$ cat src/rtl/noc_flit_injector.sv
// Credit-based flit injector: buffers core requests in a small FIFO and launches
// them onto the network send port one flit per edge while VC 0 has credits.
module noc_flit_injector #(
  parameter int FLIT_DATA_WIDTH = 64,
  parameter int DEST_BITS       = 1,
  parameter int VC_BITS         = 1,
  parameter int NUM_CREDITS     = 8,
  parameter int FIFO_DEPTH      = 4
) (
  input  logic                                        CLK,
  input  logic                                        RST,
  input  logic                                        req_valid,
  output logic                                        req_ready,
  input  logic [DEST_BITS-1:0]                        req_dest,
  input  logic                                        req_tail,
  input  logic [FLIT_DATA_WIDTH-1:0]                  req_data,
  output logic [FLIT_DATA_WIDTH+DEST_BITS+VC_BITS+1:0] flit_out,
  output logic                                        put_flit_en,
  input  logic [VC_BITS:0]                            credit_in,
  output logic                                        get_credits_en,
  output logic [$clog2(NUM_CREDITS+1)-1:0]            credits_avail,
  output logic [$clog2(FIFO_DEPTH+1)-1:0]             fifo_count,
  output logic                                        credit_err
);

  localparam int FLIT_W = FLIT_DATA_WIDTH + DEST_BITS + VC_BITS + 2;
  localparam int CRED_W = $clog2(NUM_CREDITS + 1);
  localparam int CNT_W  = $clog2(FIFO_DEPTH + 1);
  localparam int PTR_W  = (FIFO_DEPTH > 1) ? $clog2(FIFO_DEPTH) : 1;

  localparam logic [CRED_W-1:0] CRED_MAX = CRED_W'(NUM_CREDITS);
  localparam logic [CNT_W-1:0]  CNT_MAX  = CNT_W'(FIFO_DEPTH);
  localparam logic [PTR_W-1:0]  PTR_LAST = PTR_W'(FIFO_DEPTH - 1);

  typedef struct packed {
    logic [DEST_BITS-1:0]       dest;
    logic                       tail;
    logic [FLIT_DATA_WIDTH-1:0] data;
  } entry_t;

  entry_t              mem_q [FIFO_DEPTH];
  logic [PTR_W-1:0]    wr_ptr_q, wr_ptr_d;
  logic [PTR_W-1:0]    rd_ptr_q, rd_ptr_d;
  logic [CNT_W-1:0]    count_q, count_d;
  logic [CRED_W-1:0]   credits_q, credits_d;
  logic                err_q, err_d;
  logic [FLIT_W-1:0]   flit_q, flit_d;
  logic                put_q, put_d;

  logic                push;
  logic                launch;
  logic                cred_ret;
  entry_t              head;

  function automatic logic [PTR_W-1:0] ptr_inc(input logic [PTR_W-1:0] p);
    return (p == PTR_LAST) ? '0 : p + PTR_W'(1);
  endfunction

  assign head = mem_q[rd_ptr_q];

  // Ready is driven only by the pre-edge occupancy, so a full FIFO refuses a
  // push even on an edge where it also pops.
  assign req_ready      = !RST && (count_q < CNT_MAX);
  assign get_credits_en = !RST;

  assign flit_out      = flit_q;
  assign put_flit_en   = put_q;
  assign credits_avail = credits_q;
  assign fifo_count    = count_q;
  assign credit_err    = err_q;

  // NOTE: every variable gets a default at the top of always_comb; a path that
  // leaves one unassigned would infer a latch.
  always_comb begin
    push      = req_valid && req_ready;
    launch    = (count_q != '0) && (credits_q != '0);
    cred_ret  = credit_in[VC_BITS] && (credit_in[VC_BITS-1:0] == '0);

    wr_ptr_d  = push   ? ptr_inc(wr_ptr_q) : wr_ptr_q;
    rd_ptr_d  = launch ? ptr_inc(rd_ptr_q) : rd_ptr_q;

    count_d   = count_q;
    if (push && !launch) begin
      count_d = count_q + CNT_W'(1);
    end else if (!push && launch) begin
      count_d = count_q - CNT_W'(1);
    end

    credits_d = credits_q;
    err_d     = err_q;
    if (launch && !cred_ret) begin
      credits_d = credits_q - CRED_W'(1);
    end else if (cred_ret && !launch) begin
      // A return with nothing outstanding is a network protocol error.
      if (credits_q == CRED_MAX) begin
        err_d = 1'b1;
      end else begin
        credits_d = credits_q + CRED_W'(1);
      end
    end

    put_d  = launch;
    flit_d = launch ? {1'b1, head.tail, head.dest, {VC_BITS{1'b0}}, head.data} : '0;
  end

  // NOTE: sequential state uses non-blocking assignments so every register
  // samples its pre-edge inputs regardless of statement order.
  always_ff @(posedge CLK) begin
    if (RST) begin
      wr_ptr_q  <= '0;
      rd_ptr_q  <= '0;
      count_q   <= '0;
      credits_q <= CRED_MAX;
      err_q     <= 1'b0;
      flit_q    <= '0;
      put_q     <= 1'b0;
    end else begin
      wr_ptr_q  <= wr_ptr_d;
      rd_ptr_q  <= rd_ptr_d;
      count_q   <= count_d;
      credits_q <= credits_d;
      err_q     <= err_d;
      flit_q    <= flit_d;
      put_q     <= put_d;
    end
  end

  // NOTE: the storage array is not reset; the pointers and count alone decide
  // which entries are meaningful, and the array stays plain RAM.
  always_ff @(posedge CLK) begin
    if (push) begin
      mem_q[wr_ptr_q] <= '{dest: req_dest, tail: req_tail, data: req_data};
    end
  end

endmodule

$ cat config.mk
export PLATFORM = sky130hd
export DESIGN_NAME = noc_flit_injector
export DESIGN_NICKNAME = d
export VERILOG_FILES = /design/src/rtl/noc_flit_injector.sv
export SDC_FILE = /design/constraint.sdc
export NUM_CORES = 1
export LEC_CHECK = 0
export CAP_MARGIN = 10
export CELL_PAD_IN_SITES_DETAIL_PLACEMENT = 1
export CELL_PAD_IN_SITES_GLOBAL_PLACEMENT = 1
export CORE_MARGIN = 2
export CORE_UTILIZATION = 40
export CTS_BUF_LIST = sky130_fd_sc_hd__clkbuf_8
export DETAILED_ROUTE_END_ITERATION = 7
export DONT_BUFFER_PORTS = 1
export PLACE_DENSITY_LB_ADDON = 0.1
export SLEW_MARGIN = 20
export SYNTH_ARGS = -nofsm -noshare
export SYNTH_HDL_FRONTEND = slang
export SYNTH_SLANG_ARGS = --single-unit
$ cat constraint.sdc
create_clock -name CLK -period 3.83 [get_ports CLK]
set_clock_uncertainty 0.2 [all_clocks]
set_input_delay 0.766 -clock CLK [delete_from_list [all_inputs] [get_ports CLK]]
set_output_delay 0.766 -clock CLK [all_outputs]
set_load 0.02 [all_outputs]
==> impl_metrics.csv <==
group,metric,value,unit
route,vias_per_cell,5.22,
clocking,cts_root_buf,"clkbuf_8",
placed_design,placedInstanceArea,0.0126,mm^2
clocking,cts_resized,0,
pwr,p_per_area,739,mW/mm^2
logic_synthesis,synth_top_area_cell,"edfxtp_1",
timing,drv_slew,0,
grt,grt_pass1_vias,6360,
logic_synthesis,avgSynthCellArea,20.8,um^2
grt,antenna_found_initial,0,
critical_path,cp-end-kind,"flop",
route,wl_per_cell,23.8,um
route,finalWirelength,25200,um
logic_synthesis,seq_area_frac_synth,78.7,%
placed_design,gp_congestion,0.727,
logic_synthesis,synth_area_leaders,"edfxtp_1 (65%), dfxtp_1 (13%), mux4_2 (12%), and3_1 (3.6%), ha_1 (1.0%)",
route,drcViolationCount,0,
final_layout,final_area,0.0137,mm^2
floorplan,start_util,40.8,%
placed_design,hpwlAfterDp,14000,um
logic_synthesis,ys_ff_latch,345,
final_layout,diodes,0,
timing,rsz0062_at_grt,"false",
grt,grt_pass1_wl,38300,um
route,wl_met1,10300,um
placed_design,dp_cells,952,
grt,grt.total_usage,16.4,%
critical_path,critPathMaxFanout,39,
clocking,cts_tree,"yes",
route,wl_met2,12400,um
final_layout,layout.nets,703,
clocking,post-cts-setup-buffers,0,
final_layout,syn_to_final_growth,13.2,%
route,firstDrtPassIters,4,
clocking,path_clk_slew,0.06,ns
route,vias,5538,
critical_path,worstSetupPathType,"flop to flop",
critical_path,critPathLaunch,"credits_avail[1]$_SDFFE_PP0P_",
route,drt_iter0_markers,282,
timing,setup_violations,0,
clocking,htree_levels,2,
critical_path,r2r_start,"credits_avail[1]$_SDFFE_PP0P_",
floorplan,pin_count,150,
logic_synthesis,synth_async_sr_flop_share,0,%
final_layout,layout_common_cells,"edfxtp_1 (264), dfxtp_1 (79), mux4_2 (66), and3_1 (66), clkbuf_8 (66)",
critical_path,start_kind,"flop",
placed_design,port_buffers,0,
timing,fmax,351,MHz
logic_synthesis,synth.distinct_cells,33,
final_layout,postLayoutCoreUtil,46.2,%
timing,finalHoldViolCount,0,
logic_synthesis,synth.top_cell.area_share,65.4,%
timing,fin_crit_sh,74.4,%
logic_synthesis,synth_edf_count,264,
timing,whs,0.0644,ns
logic_synthesis,netlist_instances,583,
timing,period_needed,2.85,ns
floorplan,chipHeight,178,um
floorplan,num_rows,63,
grt,grt_max_degree,67,
logic_synthesis,ys.flop_type,"edfxtp_1",
final_layout,fin_cells,1060,
clocking,ctsHoldBuffers,0,
pwr,leakagePower,4.77,nW
route,ant_nets,0,
clocking,cts_sinks,345,
floorplan,die-area,0.0317,mm^2
floorplan,die_w,178,um
floorplan,core,0.0297,mm^2
clocking,insertion_delay,0.58,ns
flow_run,cap_violations,0,
logic_synthesis,syn_area,0.0121,mm^2
clocking,cts_buffer_depth,3,
logic_synthesis,syn_nets,665,
timing,setup_tns,0,ns
critical_path,arrival,3.11,ns
pwr,peakVddDrop,0.311,mV
critical_path,required,4.09,ns
clocking,cts_buffers,57,
timing,slew_headroom,27.4,%
outcome,status,"finished, final reports clean",
grt,grt-ovfl-total,0,
timing,worst_pin_slew,1.09,ns
final_layout,drive_above_1_share,24.5,%
worst_hold_path,hold_path_startpoint,"RST",
final_layout,final_common_cell,"edfxtp_1",
worst_hold_path,min_path_type,"input port to flop",
route,met3_wirelength,1910,um
route,top_layer,"met4",
logic_synthesis,yosysWarnings,0,
final_layout,fillers,2691,
worst max-delay path: stages, from the launching register on:
cell     delay (ns)
dfxtp_1        0.61
or3_1          0.18
o32a_2         0.21
buf_4          0.42
ha_1           0.30
inv_1          0.09
a31oi_1        0.36
a21oi_1        0.13
a31o_2         0.23
power by group:
part / switching, mW / internal [mW]
logic: 0.803 / 0.905
clock network: 1.41 / 1.63
registers: 0.846 / 4.55
path summary, 6_finish.rpt:
| path | endpoint | slack, ns | depth (start not counted) |
|---|---|---|---|
| max | credits_avail[2]$_SDFFE_PP0P_ | 0.98 | 8 |
| min reg2reg | flop | 0.34 | 2 |
| min | credits_avail[1]$_SDFFE_PP0P_ | 0.06 | 1 |
| max reg2reg | credits_avail[2]$_SDFFE_PP0P_ | 0.98 | 8 |
registers in the layout, indices dropped and copies added (netlist names), named ones only:
| signal | flops |
|---|---|
| credit_err | 1 |
| credits_avail | 4 |
| fifo_count | 3 |
| flit_out | 66 |
| mem_q | 264 |
| put_flit_en | 1 |
| rd_ptr_q | 2 |
| wr_ptr_q | 2 |
routing by layer:
metal  global-route usage (%)  vias to the layer above
met5                        0                        -
met4                     5.50                        0
met3                     5.41                       53
met2                     27.1                      169
met1                     20.3                     2903
li1                         -                     2413
stage by stage:
step / setup WS, ns / total power [mW]
global route: 0.781 / 10.7
detailed placement: 0.963 / 7.24
finish: 0.981 / 10.1
CTS: 0.994 / 10.3
global placement: 1.03 / 7.17
floorplan: 0.349 / 6.65
cell usage after synthesis, types with 5 or more instances:
library cell / instances
a21oi_1: 5
and3_1: 70
buf_2: 6
buf_4: 7
clkbuf_1: 18
dfxtp_1: 81
edfxtp_1: 264
ha_1: 10
inv_1: 7
mux4_2: 66
nand2_1: 6
nor2_1: 11
cell families after synthesis:
| group | Yosys count | synth area share (%) |
|---|---|---|
| xor gates and xnor gates | 5 | 0.361 |
| muxes | 70 | 12.6 |
| DFF | 345 | 78.7 |
| adders and majority gates | 11 | 1.20 |
| buffers and inverters | 41 | 1.71 |
| AOI/OAI and AO/OA | 14 | 0.743 |
| and+or+nand+nor | 96 | 4.63 |
| other | 1 | 0.0309 |
layout make-up:
type / instances / area (um^2) / area share (%)
Inverter: 8 / 35.0 / 0.255
Sequential cell: 345 / 9560 / 69.6
Clock buffer: 66 / 908 / 6.62
Multi-Input combinational cell: 197 / 2390 / 17.4
Timing Repair Buffer: 12 / 153 / 1.11
Clock inverter: 42 / 198 / 1.44
Tap cell: 390 / 488 / 3.55
Note: power is estimated with default switching activity, not from simulation.
